==> src/rtl/cubehash_pkg.sv <==
// Shared types and helpers for the iterative CubeHash engine: FSM state
// encoding, round-input selection, fixed widths, phase lengths and the IV.
package cubehash_pkg;

   localparam int WORD_W  = 32;
   localparam int STATE_W = 1024;
   localparam int INIT_ROUND_MULT = 10;

   typedef enum logic [2:0] {
      ST_IDLE,
      ST_INIT,
      ST_WAIT_MSG,
      ST_ABSORB,
      ST_FINAL,
      ST_DONE
   } fsm_t;

   typedef enum logic [1:0] {
      SEL_PLAIN,
      SEL_MSG,
      SEL_FINAL
   } roundSel_t;

   // Length of the initialization and finalization phases in rounds.
   function automatic int initRounds(input int r);
      return INIT_ROUND_MULT * r;
   endfunction

   // Length of one block absorption in rounds, counting the handshake edge.
   function automatic int absorbRounds(input int r);
      return r;
   endfunction

   // Starting state: word0 = h/8, word1 = b, word2 = r, all other words zero.
   function automatic logic [STATE_W-1:0] cubeIv(input int h, input int b, input int r);
      logic [STATE_W-1:0] v;
      v = '0;
      v[STATE_W-1 -: WORD_W]          = WORD_W'(h / 8);
      v[STATE_W-1-WORD_W -: WORD_W]   = WORD_W'(b);
      v[STATE_W-1-2*WORD_W -: WORD_W] = WORD_W'(r);
      return v;
   endfunction

endpackage

==> src/rtl/CubeHash_ROUND.sv <==
// One full CubeHash round as pure combinational logic over the 32-word state.
// Word i lives at i_state[1023-32*i -: 32].
module CubeHash_ROUND
   import cubehash_pkg::*;
(
   input  logic [STATE_W-1:0] i_state,
   output logic [STATE_W-1:0] o_state
);

   logic [WORD_W-1:0] x [32];
   logic [WORD_W-1:0] t;

   // Add/rotate/swap/xor/swap twice with rotations 7 and 11, done in place on x.
   always_comb begin
      t = '0;
      o_state = '0;
      for (int i = 0; i < 32; i++) x[i] = i_state[STATE_W-1-WORD_W*i -: WORD_W];

      for (int i = 0; i < 16; i++) x[i+16] = x[i+16] + x[i];
      for (int i = 0; i < 16; i++) x[i] = {x[i][24:0], x[i][31:25]};
      for (int k = 0; k < 8; k++) begin
         t = x[k]; x[k] = x[k+8]; x[k+8] = t;
      end
      for (int i = 0; i < 16; i++) x[i] = x[i] ^ x[i+16];
      for (int k = 0; k < 8; k++) begin
         t = x[16+(k/2)*4+(k%2)];
         x[16+(k/2)*4+(k%2)] = x[18+(k/2)*4+(k%2)];
         x[18+(k/2)*4+(k%2)] = t;
      end

      for (int i = 0; i < 16; i++) x[i+16] = x[i+16] + x[i];
      for (int i = 0; i < 16; i++) x[i] = {x[i][20:0], x[i][31:21]};
      for (int k = 0; k < 8; k++) begin
         t = x[(k/4)*8+(k%4)];
         x[(k/4)*8+(k%4)] = x[(k/4)*8+(k%4)+4];
         x[(k/4)*8+(k%4)+4] = t;
      end
      for (int i = 0; i < 16; i++) x[i] = x[i] ^ x[i+16];
      for (int k = 0; k < 8; k++) begin
         t = x[16+2*k]; x[16+2*k] = x[17+2*k]; x[17+2*k] = t;
      end

      for (int i = 0; i < 32; i++) o_state[STATE_W-1-WORD_W*i -: WORD_W] = x[i];
   end

endmodule

==> src/rtl/cubehash_core.sv <==
// Iterative CubeHash-r/b-h engine: one round per clock through a single
// CubeHash_ROUND, with init, block absorption, finalization and digest hold.
module cubehash_core
   import cubehash_pkg::*;
#(
   parameter int R = 16,
   parameter int B = 32,
   parameter int H = 512
)(
   input  logic           clk,
   input  logic           rst_n,
   input  logic           start,
   input  logic           msg_valid,
   output logic           msg_ready,
   input  logic [8*B-1:0] msg_data,
   input  logic           msg_last,
   output logic           busy,
   output logic           digest_valid,
   output logic [H-1:0]   digest
);

   localparam int INIT_CNT = initRounds(R);
   localparam int ABS_CNT  = absorbRounds(R);
   localparam int CNT_W    = $clog2(INIT_CNT);
   localparam logic [CNT_W-1:0] PHASE_LAST  = CNT_W'(INIT_CNT - 1);
   localparam logic [CNT_W-1:0] ABSORB_LAST = CNT_W'((ABS_CNT > 1) ? (ABS_CNT - 2) : 0);
   localparam logic [STATE_W-1:0] IV = cubeIv(H, B, R);

   fsm_t              r_fsm;
   fsm_t              w_nextFsm;
   logic [STATE_W-1:0] r_state;
   logic [STATE_W-1:0] w_roundIn;
   logic [STATE_W-1:0] w_roundOut;
   logic [STATE_W-1:0] w_msgExt;
   logic [CNT_W-1:0]  r_cnt;
   logic              r_last;
   logic              w_load;
   logic              w_round;
   logic              w_cntClr;
   logic              w_cntInc;
   logic              w_accept;
   logic              w_msgReady;
   roundSel_t         w_sel;

   assign w_msgExt = STATE_W'(msg_data) << (STATE_W - 8*B);

   // Pick what the round sees: plain state, state with the block mixed in, or the finalization flip.
   always_comb begin
      w_roundIn = r_state;
      case (w_sel)
         SEL_MSG:   w_roundIn = r_state ^ w_msgExt;
         SEL_FINAL: w_roundIn = r_state ^ STATE_W'(1);
         default:   w_roundIn = r_state;
      endcase
   end

   CubeHash_ROUND u_round (
      .i_state (w_roundIn),
      .o_state (w_roundOut)
   );

   // Next-state and datapath controls; start only restarts from IDLE, WAIT_MSG or DONE.
   always_comb begin
      w_nextFsm  = r_fsm;
      w_load     = 1'b0;
      w_round    = 1'b0;
      w_cntClr   = 1'b0;
      w_cntInc   = 1'b0;
      w_accept   = 1'b0;
      w_msgReady = 1'b0;
      w_sel      = SEL_PLAIN;
      case (r_fsm)
         ST_IDLE, ST_DONE: begin
            if (start) begin
               w_load    = 1'b1;
               w_cntClr  = 1'b1;
               w_nextFsm = ST_INIT;
            end
         end
         ST_INIT: begin
            w_round = 1'b1;
            if (r_cnt == PHASE_LAST) begin
               w_cntClr  = 1'b1;
               w_nextFsm = ST_WAIT_MSG;
            end else begin
               w_cntInc = 1'b1;
            end
         end
         ST_WAIT_MSG: begin
            if (start) begin
               w_load    = 1'b1;
               w_cntClr  = 1'b1;
               w_nextFsm = ST_INIT;
            end else begin
               w_msgReady = 1'b1;
               if (msg_valid) begin
                  w_accept = 1'b1;
                  w_round  = 1'b1;
                  w_sel    = SEL_MSG;
                  w_cntClr = 1'b1;
                  if (ABS_CNT > 1) w_nextFsm = ST_ABSORB;
                  else w_nextFsm = msg_last ? ST_FINAL : ST_WAIT_MSG;
               end
            end
         end
         ST_ABSORB: begin
            w_round = 1'b1;
            if (r_cnt == ABSORB_LAST) begin
               w_cntClr  = 1'b1;
               w_nextFsm = r_last ? ST_FINAL : ST_WAIT_MSG;
            end else begin
               w_cntInc = 1'b1;
            end
         end
         ST_FINAL: begin
            w_round = 1'b1;
            if (r_cnt == '0) w_sel = SEL_FINAL;
            if (r_cnt == PHASE_LAST) begin
               w_cntClr  = 1'b1;
               w_nextFsm = ST_DONE;
            end else begin
               w_cntInc = 1'b1;
            end
         end
         default: w_nextFsm = ST_IDLE;
      endcase
   end

   // FSM state register.
   always_ff @(posedge clk) begin
      if (!rst_n) r_fsm <= ST_IDLE;
      else        r_fsm <= w_nextFsm;
   end

   // Hash state, phase counter and the last-block flag captured at the handshake.
   always_ff @(posedge clk) begin
      if (!rst_n) begin
         r_state <= '0;
         r_cnt   <= '0;
         r_last  <= 1'b0;
      end else begin
         if (w_load)       r_state <= IV;
         else if (w_round) r_state <= w_roundOut;
         if (w_cntClr)      r_cnt <= '0;
         else if (w_cntInc) r_cnt <= r_cnt + CNT_W'(1);
         if (w_accept) r_last <= msg_last;
      end
   end

   assign msg_ready    = w_msgReady;
   assign busy         = (r_fsm == ST_INIT) || (r_fsm == ST_ABSORB) || (r_fsm == ST_FINAL);
   assign digest_valid = (r_fsm == ST_DONE);
   assign digest       = r_state[STATE_W-1 -: H];

endmodule

==> config.mk <==
export PLATFORM = sky130hd
export DESIGN_NAME = cubehash_core
export DESIGN_NICKNAME = d
export VERILOG_FILES = /design/src/rtl/cubehash_pkg.sv /design/src/rtl/CubeHash_ROUND.sv /design/src/rtl/cubehash_core.sv
export SDC_FILE = /design/constraint.sdc
export NUM_CORES = 2
export LEC_CHECK = 0
export CAP_MARGIN = 15
export CORE_MARGIN = 3
export CORE_UTILIZATION = 61
export CTS_BUF_LIST = sky130_fd_sc_hd__clkbuf_8 sky130_fd_sc_hd__clkbuf_16
export DETAILED_ROUTE_END_ITERATION = 12
export PLACE_DENSITY = 0.83
export SYNTH_ARGS = -nofsm -noshare
export SYNTH_HDL_FRONTEND = slang
export SYNTH_HIERARCHICAL = 1
export SYNTH_SLANG_ARGS = --single-unit
==> constraint.sdc <==
create_clock -name clk -period 11.4 [get_ports clk]
set_input_delay 2.28 -clock clk [delete_from_list [all_inputs] [get_ports clk]]
set_output_delay 2.28 -clock clk [all_outputs]
set_load 0.01 [all_outputs]
==> results.cfg, run 1 <==
[clock_network]
post_cts_resized = 0
cts_made_buffers = 115
clock-root-buffer = sky130_fd_sc_hd__clkbuf_16
cts.hold.buffers_added = 0
max_h_tree_level = 3
cts_post_setup_buffers_inserted = 0
cts_sinks = 1036
cts_max_path_buffers = 3

[logic_synthesis]
synth_top_flop_cell = sky130_fd_sc_hd__dfxtp_1
synthDistinctLibCells = 128
syn-cell-area_um2 = 105000
yosysWarnings = 6
post_synth_edffs = 0
synth_sequential_area_ratio_pct = 19.8
syn-num-nets = 14900
synth_seq_cells = 1036
postSynthCellCount = 13600
synth-async-reset-ratio_pct = 0
synth.avg_cell_area_um2 = 7.71

[placed_design]
place_worst_setup_slack_ns = -0.429
dpl-instance-area_um2 = 111000
place_hpwl_mm = 482
buffer_ports.inserted = 775
routabilityCongestion = 1.54

[floorplanning]
boundaryPins = 776
die_w_um = 421
chipHeight_um = 421
placement_rows = 151
floorplan.initialDensity_pct = 61.7

[run_status]
result_of_the_run = stopped before the end
error_line = [ERROR GRT-0116] Global routing finished with congestion. Check the congestion regions in the DRC Viewer.
failing_step = global routing (5_1_grt)

[grt]
largest_net_degree_at_the_start_of_global_routing = 246
grt_pass1_vias = 118000
grt_pass1_wl_mm = 975
grt.overflow.total = 657
grtUsageTotal_pct = 76.7
[Yosys cell counts, types with 167 or more instances]
library cell | count | area share [%]
sky130_fd_sc_hd__nand2_1 | 2474 | 8.8
sky130_fd_sc_hd__a21oi_1 | 1873 | 8.9
sky130_fd_sc_hd__xor2_1 | 1172 | 9.8
sky130_fd_sc_hd__dfxtp_1 | 1036 | 20
sky130_fd_sc_hd__ha_1 | 998 | 12
sky130_fd_sc_hd__nor2_1 | 710 | 2.5
sky130_fd_sc_hd__xnor2_1 | 679 | 5.7
sky130_fd_sc_hd__buf_4 | 530 | 3.8
sky130_fd_sc_hd__a21o_1 | 514 | 3.7
sky130_fd_sc_hd__o21ai_0 | 417 | 2.0
sky130_fd_sc_hd__buf_2 | 286 | 1.4
sky130_fd_sc_hd__inv_1 | 271 | 0.97
sky130_fd_sc_hd__a22o_1 | 257 | 2.1
sky130_fd_sc_hd__mux2_2 | 256 | 2.7
sky130_fd_sc_hd__clkbuf_1 | 215 | 0.77
sky130_fd_sc_hd__nand3_1 | 167 | 0.80
[layer usage]
layer  track usage, %  GRT overflow
met5             51.5             6
met3             70.7            27
met1             76.3            28
met2             87.2           351
met4             70.3           245
[logic make-up after synthesis]
group	synth area share, %
AND/OR/NAND/NOR	16.3
AO/OA/AOI/OAI	24.1
XOR/XNOR	17.6
buffers and inverters	6.99
flip-flops	19.8
adder cells (fa/ha/maj)	12.5
multiplexers	2.79
[per-stage QoR]
stage / util, % / setup TNS [ns] / std cells
2_1_floorplan: - / 0 / 13600
3_3_place_gp: 65.1 / -0.549 / 15800
3_5_place_dp: 65.2 / -0.475 / 15800
4_1_cts: 67.6 / 0 / 16000
==> run 2, diff against run 1 <==
- CORE_UTILIZATION: 61 -> 40
- CTS_BUF_LIST: sky130_fd_sc_hd__clkbuf_8 sky130_fd_sc_hd__clkbuf_16 -> unset
- PLACE_DENSITY: 0.83 -> unset
- PLACE_DENSITY_LB_ADDON: unset -> 0.15
==> results.cfg, run 2 <==
[run_status]
result_of_the_run = finished, final reports clean

[placed_design]
buffer_ports.inserted = 775
dpl-instance-area_um2 = 117000
routabilityCongestion = 1.17
place_hpwl_mm = 629
numPlacedInstances = 17500

[floorplanning]
boundaryPins = 776
placement_rows = 187
die_w_um = 518
die-area_um2 = 269000
floorplan.core_area_um2 = 260000
floorplan.initialDensity_pct = 40.3
chipHeight_um = 518

[cells_and_area]
final_common_cell = sky130_fd_sc_hd__nand2_1
post-route-cell-area_um2 = 121000
multi_input_area_um2 = 77200
area.growth.synth_to_final_pct = 15.7
number_of_fill_cells_in_the_layout = 26800
layout_cell_share_with_drive_strength_beyond_1_pct = 9.44
finish.cell_count_without_fillers = 17800
layout.cells.most_common_list = sky130_fd_sc_hd__nand2_1, sky130_fd_sc_hd__a21oi_1, sky130_fd_sc_hd__xor2_1
fraction_of_the_core_area_covered_by_cells_at_the_end_of_the_flow_pct = 46.6
sequential_cell_area_um2 = 20700
design.final.nets = 15500
largest_register_ffs = 1024
max_flop_register = r_state
largestRegisters = r_state: 1024 flops, r_cnt: 8 flops, r_fsm: 3 flops

[grt]
largest_net_degree_at_the_start_of_global_routing = 192
grtUsageTotal_pct = 51.4
grt_pass1_vias = 99300
antenna_found_initial = 85
grt.overflow.total = 0
grt_pass1_wl_mm = 927

[clock_network]
cts_max_path_buffers = 4
cts_made_buffers = 148
cts.hold.buffers_added = 0
worst_setup_hold_path_clk_slew_ns = 0.06
clock-root-buffer = sky130_fd_sc_hd__clkbuf_16
max_h_tree_level = 4
cts_sinks = 1036
post_cts_resized = 0
cts_tree = done
worstSkewPairLatency_ns = 0.92
cts_post_setup_buffers_inserted = 0

[logic_synthesis]
yosys.area.top_type_share_pct = 19.8
yosys-top-cells-area = sky130_fd_sc_hd__dfxtp_1, sky130_fd_sc_hd__ha_1, sky130_fd_sc_hd__xor2_1, sky130_fd_sc_hd__a21oi_1, sky130_fd_sc_hd__nand2_1
synth.top_cells.by_count = sky130_fd_sc_hd__nand2_1, sky130_fd_sc_hd__a21oi_1, sky130_fd_sc_hd__xor2_1
synth_sequential_area_ratio_pct = 19.8
syn-cell-area_um2 = 105000
post_synth_edffs = 0
synth.avg_cell_area_um2 = 7.71
synthDistinctLibCells = 128
post-synth-top-count-cell = sky130_fd_sc_hd__nand2_1
yosysWarnings = 6
synth_top_flop_cell = sky130_fd_sc_hd__dfxtp_1
synth_seq_cells = 1036
synth-async-reset-ratio_pct = 0
postSynthCellCount = 13600
post-synth-top-area-cell = sky130_fd_sc_hd__dfxtp_1
syn-num-nets = 14900

[timing]
post-route-period-util_pct = 97.7
final-max-slew-violation-count = 0
rsz0062_at_grt = false
worst_clock_skew_ns = 0.0922
slew-limit-headroom_pct = 2.00
max_clock_freq_mhz = 89.8
final_hold_viol_count = 0
timing_worst_slew_pin_value_ns = 1.46
setup-tns-final_ns = 0
hold_ws_ns = 0.459
crit_path_time_final_ns = 11.14
setup_viol = 0

[setup_path]
timing.critical_path.fanout_max = 46
cp.required_ns = 12.18
crit_path_end_kind = flop
timing.critical_path.slowest_stage_cell = sky130_fd_sc_hd__xor2_2
worst_setup_path_start_kind = input pin
critPathMaxStageDelay_ns = 0.99
crit_path_frequent_cell = sky130_fd_sc_hd__nand2_1
timing.critical_path.arrival_ns = 11.92
worst-r2r-setup-slack_ns = 1.25
crit_type = in2reg

[run]
drv_cap = 0

[pwr]
lkg_pwr_uw = 0.0599
power.density_nw_per_um2 = 129
power.ir.vdd_worst_mv = 0.189

[detailed_routing]
detailed_router_iteration_count_before_antenna_repair = 7
drc = 0
drt_iter0_drc = 17000
drtAntennaViolNets = 0
detail_route.wl_per_cell_um = 40.9
via_per_inst = 6.33
wirelength_mm = 729
via_count = 113000

[worst_hold_path]
hp-class = reg2reg
==> run 2: cell counts after synthesis <==
Identical to the previous run, type by type.
==> run 2: where the power goes <==
part / total (uW) / internal (uW) / switching, uW
registers: 4060 / 3740 / 322
clock network: 4820 / 2800 / 2020
logic: 6770 / 1790 / 4980
total: 15700 / 8330 / 7320
==> run 2: area by class of cell <==
| cell class | instances | share of cell area [%] |
|---|---|---|
| antenna | 48 | 0.0989 |
| clock buffer | 192 | 3.38 |
| clock inverter | 52 | 0.514 |
| inverter | 271 | 0.837 |
| multi-input combinational | 11300 | 63.5 |
| sequential | 1036 | 17.1 |
| tap | 3496 | 3.60 |
| timing repair buffer | 1467 | 11.0 |
==> run 2: stage by stage <==
step | power (uW) | worst slack, ns
CTS | 15200 | 0.378
detailed placement | 10500 | -0.484
global route | 15800 | 0.150
finish | 15700 | 0.259
floorplan | 7340 | 2.01
global placement | 10500 | -1.24
==> run 2: per-layer routing <==
metal	GRT usage (%)	wire [um]
met4	46.3	80500
met1	60.5	269000
met2	68.7	276000
met5	0.871	1620
met3	23.6	102000
==> run 2: cells by family (layout without fill, tap and decap cells) <==
logic type	Yosys count	in the layout	share of synthesized area, %
and+or+nand+nor	4028	4028	16.3
AOI/OAI and AO/OA	3991	3991	24.1
xor gates and xnor gates	1948	1948	17.6
buffers and inverters	1318	1982	6.99
DFF	1036	1036	19.8
adders and majority gates	1030	1030	12.5
muxes	261	261	2.79
other	0	48	0
==> run 2: final timing paths <==
path | startpoint | endpoint | depth (start not counted)
max | start | r_state[924] | 30
min | r_state[197] | r_state[197] | 2
max reg2reg | r_fsm[2] | r_state[924] | 30
min reg2reg | r_state[197] | r_state[197] | 2
==> run 2: worst max-delay path, delay by kind of cell <==
family	cells	cell delay [ns]
and+or+nand+nor	10	2.54
AOI/OAI and AO/OA	9	2.52
adders and majority gates	3	1.34
xor gates and xnor gates	4	1.70
buffers and inverters	4	1.44
Power figures use the tool's default switching activity.
